===== src/rtl/stp_pkg.sv =====
// +-----------------------------------------------------------------------------
// | Module : stp_pkg
// | Desc   : Shared types and helpers for the mram_addr_stp address deserialiser.
// | Rev    : 1.0 - initial release
// +-----------------------------------------------------------------------------
`default_nettype none

package stp_pkg;

    typedef enum logic [1:0] {
        IDLE  = 2'd0,
        SHIFT = 2'd1,
        HOLD  = 2'd2,
        PAR   = 2'd3
    } stp_state_t;

    localparam int c_ADDR_W_DEFAULT = 8;

    // Counter must be able to hold ADDR_W itself after the last address bit.
    function automatic int stp_cnt_width(input int addr_w);
        return $clog2(addr_w + 1);
    endfunction

endpackage

`default_nettype wire


===== src/rtl/stp_shift_reg.sv =====
// +-----------------------------------------------------------------------------
// | Module : stp_shift_reg
// | Desc   : MSB-first shift register; load restarts it with one bit, shift appends.
// | Rev    : 1.0 - initial release
// +-----------------------------------------------------------------------------
`default_nettype none

module stp_shift_reg #(
    parameter int ADDR_W = 8
) (
    input  logic              clk,
    input  logic              rst,
    input  logic              i_load,
    input  logic              i_shift,
    input  logic              i_bit,
    output logic [ADDR_W-1:0] o_q
);

    logic [ADDR_W-1:0] r_q;

    always_ff @(posedge clk) begin
        if (rst) begin
            r_q <= '0;
        end else if (i_load) begin
            r_q <= {{(ADDR_W-1){1'b0}}, i_bit};
        end else if (i_shift) begin
            r_q <= {r_q[ADDR_W-2:0], i_bit};
        end
    end

    assign o_q = r_q;

endmodule

`default_nettype wire


===== src/rtl/mram_addr_stp.sv =====
// +-----------------------------------------------------------------------------
// | Module : mram_addr_stp
// | Desc   : Serial-to-parallel address capture with valid/ready output and
// |          sticky overrun. Optional trailing even-parity bit: STP_PARITY_EN.
// | Rev    : 1.0 - initial release
// +-----------------------------------------------------------------------------
`default_nettype none

module mram_addr_stp
    import stp_pkg::*;
#(
    parameter int ADDR_W = c_ADDR_W_DEFAULT
) (
    input  logic              clk,
    input  logic              rst,
    input  logic              addr_sel,
    input  logic              host_addr_ser,
    input  logic              burst_addr_ser,
    input  logic              bit_valid,
    input  logic              frame_start,
    input  logic              addr_ready,
    input  logic              clr_err,
    output logic [ADDR_W-1:0] addr_par,
    output logic              addr_valid,
    output logic              busy,
    output logic              overrun,
    output logic              parity_err
);

    localparam int c_CNT_W = stp_cnt_width(ADDR_W);

    stp_state_t        r_state;
    stp_state_t        w_state_nxt;
    logic [c_CNT_W-1:0] r_cnt;
    logic              r_sel;
    logic [ADDR_W-1:0] r_addr_par;
    logic              r_addr_valid;
    logic              r_overrun;
    logic [ADDR_W-1:0] w_shreg;

    logic w_start;
    logic w_hs;
    logic w_bit;
    logic w_load;
    logic w_shift;
    logic w_capture;
    logic w_valid_set;
    logic w_to_idle;
    logic w_ovr_set;

    assign w_start = bit_valid & frame_start;
    assign w_hs    = r_addr_valid & addr_ready;
    // The frame's MSB must already come from the newly selected source.
    assign w_bit   = (w_start ? addr_sel : r_sel) ? burst_addr_ser : host_addr_ser;

    stp_shift_reg #(
        .ADDR_W (ADDR_W)
    ) u_shreg (
        .clk     (clk),
        .rst     (rst),
        .i_load  (w_load),
        .i_shift (w_shift),
        .i_bit   (w_bit),
        .o_q     (w_shreg)
    );

    always_ff @(posedge clk) begin
        if (rst) begin
            r_state <= IDLE;
        end else begin
            r_state <= w_state_nxt;
        end
    end

`ifdef STP_PARITY_EN
    logic w_par_done;
    logic r_parity_err;
`endif

    always_comb begin
        w_state_nxt = r_state;
        w_load      = 1'b0;
        w_shift     = 1'b0;
        w_capture   = 1'b0;
        w_to_idle   = 1'b0;
        w_ovr_set   = 1'b0;
`ifdef STP_PARITY_EN
        w_par_done  = 1'b0;
`endif
        case (r_state)
            IDLE: begin
                if (w_start) begin
                    w_load      = 1'b1;
                    w_state_nxt = SHIFT;
                end
            end
            SHIFT: begin
                if (w_start) begin
                    w_load = 1'b1;
                end else if (bit_valid) begin
                    w_shift = 1'b1;
                    if (r_cnt == c_CNT_W'(ADDR_W - 1)) begin
                        w_capture   = 1'b1;
`ifdef STP_PARITY_EN
                        w_state_nxt = PAR;
`else
                        w_state_nxt = HOLD;
`endif
                    end
                end
            end
`ifdef STP_PARITY_EN
            PAR: begin
                if (w_start) begin
                    w_load      = 1'b1;
                    w_state_nxt = SHIFT;
                end else if (bit_valid) begin
                    w_par_done  = 1'b1;
                    w_state_nxt = HOLD;
                end
            end
`endif
            HOLD: begin
                if (w_hs && w_start) begin
                    w_load      = 1'b1;
                    w_state_nxt = SHIFT;
                end else begin
                    if (w_hs) begin
                        w_to_idle   = 1'b1;
                        w_state_nxt = IDLE;
                    end
                    w_ovr_set = bit_valid;
                end
            end
            default: begin
                w_state_nxt = IDLE;
            end
        endcase
    end

`ifdef STP_PARITY_EN
    assign w_valid_set = w_par_done;
`else
    assign w_valid_set = w_capture;
`endif

    always_ff @(posedge clk) begin
        if (rst) begin
            r_cnt        <= '0;
            r_sel        <= 1'b0;
            r_addr_par   <= '0;
            r_addr_valid <= 1'b0;
            r_overrun    <= 1'b0;
        end else begin
            if (w_load) begin
                r_cnt <= c_CNT_W'(1);
                r_sel <= addr_sel;
            end else if (w_shift) begin
                r_cnt <= r_cnt + c_CNT_W'(1);
            end else if (w_to_idle) begin
                r_cnt <= '0;
            end

            if (w_capture) begin
                r_addr_par <= {w_shreg[ADDR_W-2:0], w_bit};
            end

            if (w_valid_set) begin
                r_addr_valid <= 1'b1;
            end else if (w_hs) begin
                r_addr_valid <= 1'b0;
            end

            if (w_ovr_set) begin
                r_overrun <= 1'b1;
            end else if (clr_err) begin
                r_overrun <= 1'b0;
            end
        end
    end

`ifdef STP_PARITY_EN
    always_ff @(posedge clk) begin
        if (rst) begin
            r_parity_err <= 1'b0;
        end else if (w_par_done) begin
            r_parity_err <= (^r_addr_par) ^ w_bit;
        end else if (w_hs) begin
            r_parity_err <= 1'b0;
        end
    end

    assign parity_err = r_parity_err;
`else
    assign parity_err = 1'b0;
`endif

    assign addr_par   = r_addr_par;
    assign addr_valid = r_addr_valid;
    assign busy       = (r_state != IDLE);
    assign overrun    = r_overrun;

endmodule

`default_nettype wire

===== config.mk =====
export PLATFORM = sky130hd
export DESIGN_NAME = mram_addr_stp
export DESIGN_NICKNAME = d
export VERILOG_FILES = /design/src/rtl/stp_pkg.sv /design/src/rtl/stp_shift_reg.sv /design/src/rtl/mram_addr_stp.sv
export SDC_FILE = /design/constraint.sdc
export NUM_CORES = 1
export LEC_CHECK = 0
export ABC_AREA = 1
export BUFFER_PORTS_ARGS = -buffer_cell sky130_fd_sc_hd__buf_4
export CAP_MARGIN = 30
export CORE_ASPECT_RATIO = 0.75
export CORE_UTILIZATION = 45
export CTS_BUF_LIST = sky130_fd_sc_hd__clkbuf_2 sky130_fd_sc_hd__clkbuf_4 sky130_fd_sc_hd__clkbuf_8
export DETAILED_ROUTE_END_ITERATION = 16
export PLACE_DENSITY = 0.67
export SETUP_SLACK_MARGIN = 0.3
export SLEW_MARGIN = 0
export SYNTH_ARGS = -nofsm -noshare
export SYNTH_HDL_FRONTEND = slang
export SYNTH_SLANG_ARGS = --single-unit
export TNS_END_PERCENT = 30

===== constraint.sdc =====
create_clock -name clk -period 1.8 [get_ports clk]
set_input_delay 0.27 -clock clk [delete_from_list [all_inputs] [get_ports clk]]
set_output_delay 0.27 -clock clk [all_outputs]
set_load 0.03 [all_outputs]

==> results.cfg <==
[run_status]
outcome = finished clean

[flow_run]
max_cap_violations = 0

[clocking]
max-clock-path-buffers = 2
cts_tree = built
clk_latency_ns = 0.31
clkSinkCount = 24
cts_setup_buffers = 0
htreeDepth = 1
cts_buffers = 3
path_clk_slew_ns = 0.12
cts_resized = 0
cts.hold.buffers_added = 0
root_buffer = clkbuf_4

[sta]
finClkSkew_ns = 0.000880
finalMaxSlewViolations = 0
fmax_mhz = 750
setup_viol = 0
fin_ws_ns = 0.467
hold_viol_final = 0
period_share_pct = 74.0
min_period_ns = 1.33
final.setup.tns_ns = 0
rsz0062_at_grt = no

[power_and_ir_drop]
seqPwrFrac_pct = 59.9
leakage_nw = 0.624
pwr-share-comb_pct = 9.2
p_clk_share_pct = 30.8
peakVddDrop_uv = 533
p_per_area_nw_per_um2 = 686
p_sw_share_pct = 23.6
p_sw_mw = 0.214
p_int_mw = 0.692

[floorplanning]
core_um2 = 2330
start_util_pct = 48.0
num_io_pins = 21
die_w_um = 59.5
die_y_um = 45.2
rows = 15
die_area_um2 = 2690

[routing]
drt_iter0_markers = 51
vias = 964
drt-total-wl_mm = 2.08
first_pass_iters = 4
ant_nets = 0
drc = 0
via_per_inst = 4.80
wl_per_cell_um = 10.4

[worst_setup_path]
endpoint_kind = flop
rr_endpoint = addr_par[0]
reg2reg_slack_ns = 0.47
crit_type = reg2reg
start_kind = flop
cp.arrival_ns = 1.55
worst_r2r_path_depth = 6
r2r-start = r_cnt[0]
crit_fanout = 10
required_ns = 2.02

[yosys]
syn_area_um2 = 1120
ys_seq_elements = 24
syn_inst = 146
synth.distinct_cells = 26
syn_avg_cell_area_um2 = 7.65
syn-num-nets = 156
synth_warnings = 0
yosysSeqAreaShare_pct = 43.0

[min_path]
hold_path_class = in2reg
whs_path_depth = 2
min_to = r_cnt[0]
hold_path.startpoint = rst

[placement]
routabilityCongestion = 0.767
dpl_worst_slack_ns = 0.484
dp_hpwl_mm = 1.50
io_buffers = 19

[final_layout]
final_common_cell = nand2_1
fillers = 239
final_cell_mix = nand2_1, dfxtp_1, nor2_1
drive_above_1_share_pct = 28.7
antenna_cells = 0
nets = 178
synthToLayoutAreaGrowth_pct = 18.1
layout.core_utilization_pct = 56.7

[global_routing]
first_global_vias = 804
antenna_found_initial = 0
grt_usage_pct = 18.0
grt_max_degree = 17
grt_first_pass_wirelength_mm = 3.49
grt_overflow_total = 0
-- stage by stage --
step	hold WS [ns]	power, mW	cell area (um^2)	std cells
floorplan	0.332	0.610	1120	146
global placement	0.456	0.637	1280	197
detailed placement	0.461	0.639	1280	197
CTS	0.153	0.917	1320	201
global route	0.138	0.952	1320	201
finish	0.161	0.906	1320	201
-- power by group through the flow --
stage / combinational (mW) / sequential [mW] / clock (mW)
finish: 0.0838 / 0.543 / 0.279
global route: 0.0938 / 0.544 / 0.314
CTS: 0.0844 / 0.543 / 0.290
detailed placement: 0.0839 / 0.555 / 0
global placement: 0.0830 / 0.555 / 0
floorplan: 0.0567 / 0.554 / 0
-- cell type report --
type / instances / area, um^2 / area share, %
Multi-Input combinational cell: 106 / 561 / 42.5
Sequential cell: 24 / 480 / 36.4
Timing Repair Buffer: 19 / 143 / 10.8
Inverter: 14 / 57.6 / 4.36
Tap cell: 34 / 42.5 / 3.22
Clock buffer: 4 / 36.3 / 2.75
-- worst max-delay path by stage --
stage | start | slack, ns | to
finish | r_cnt[0] | 0.47 | addr_par[0]
global route | r_cnt[0] | 0.34 | addr_par[0]
CTS | r_cnt[0] | 0.47 | addr_par[0]
detailed placement | r_cnt[0] | 0.48 | addr_par[0]
global placement | r_cnt[0] | 0.51 | addr_par[0]
floorplan | r_cnt[0] | 0.60 | addr_par[0]
-- logic make-up after synthesis --
group | synth area share (%)
AOI/OAI and AO/OA | 12.0
adders and majority gates | 1.12
buffers and inverters | 6.83
DFF | 43.0
other | 0.336
and+or+nand+nor | 36.7
-- routing by layer --
layer,up-vias,GRT usage [%],part of all wire [%]
met5,-,0,0
met4,0,4.19,0.58
met3,2,6.02,7.0
met2,30,29.2,43
met1,415,23.3,49
li1,517,-,-
-- sequential cells by signal, indices dropped and copies added, names as in the netlist --
signal and count:
addr_par 8, u_shreg.o_q 7, r_cnt 4, r_state 2, addr_valid 1, overrun 1, r_sel 1
-- Yosys cell counts --
| cell | n | area share [%] |
|---|---|---|
| nand3_2 | 3 | 2.7 |
| nand3b_1 | 1 | 0.67 |
| nor2_2 | 2 | 1.1 |
| nand3_1 | 9 | 4.0 |
| or2_2 | 1 | 0.56 |
| o21ai_1 | 8 | 3.6 |
| nand4_1 | 1 | 0.56 |
| conb_1 | 1 | 0.34 |
| nor2_1 | 22 | 7.4 |
| o21ai_0 | 1 | 0.45 |
| dfxtp_1 | 24 | 43 |
| nand3_4 | 1 | 1.6 |
| nand2_4 | 2 | 2.0 |
| nand2_1 | 30 | 10 |
| clkinv_4 | 1 | 0.78 |
| inv_2 | 6 | 2.0 |
| buf_4 | 1 | 0.67 |
| ha_1 | 1 | 1.1 |
| a21oi_1 | 13 | 5.8 |
| buf_6 | 1 | 1.0 |
| a21oi_2 | 2 | 1.6 |
| nor2_8 | 1 | 1.8 |
| nor2_4 | 2 | 2.0 |
| inv_1 | 7 | 2.4 |
| a31oi_1 | 1 | 0.56 |
| nand2_2 | 4 | 2.2 |
-- critical path: stages (launching register included) --
cell     delay (ns)
dfxtp_1        0.41
ha_1           0.25
nand3_4        0.13
nor2_2         0.11
nand2_2        0.14
a21oi_1        0.15
nor2_1         0.06
Note: power is estimated with default switching activity, not from simulation.
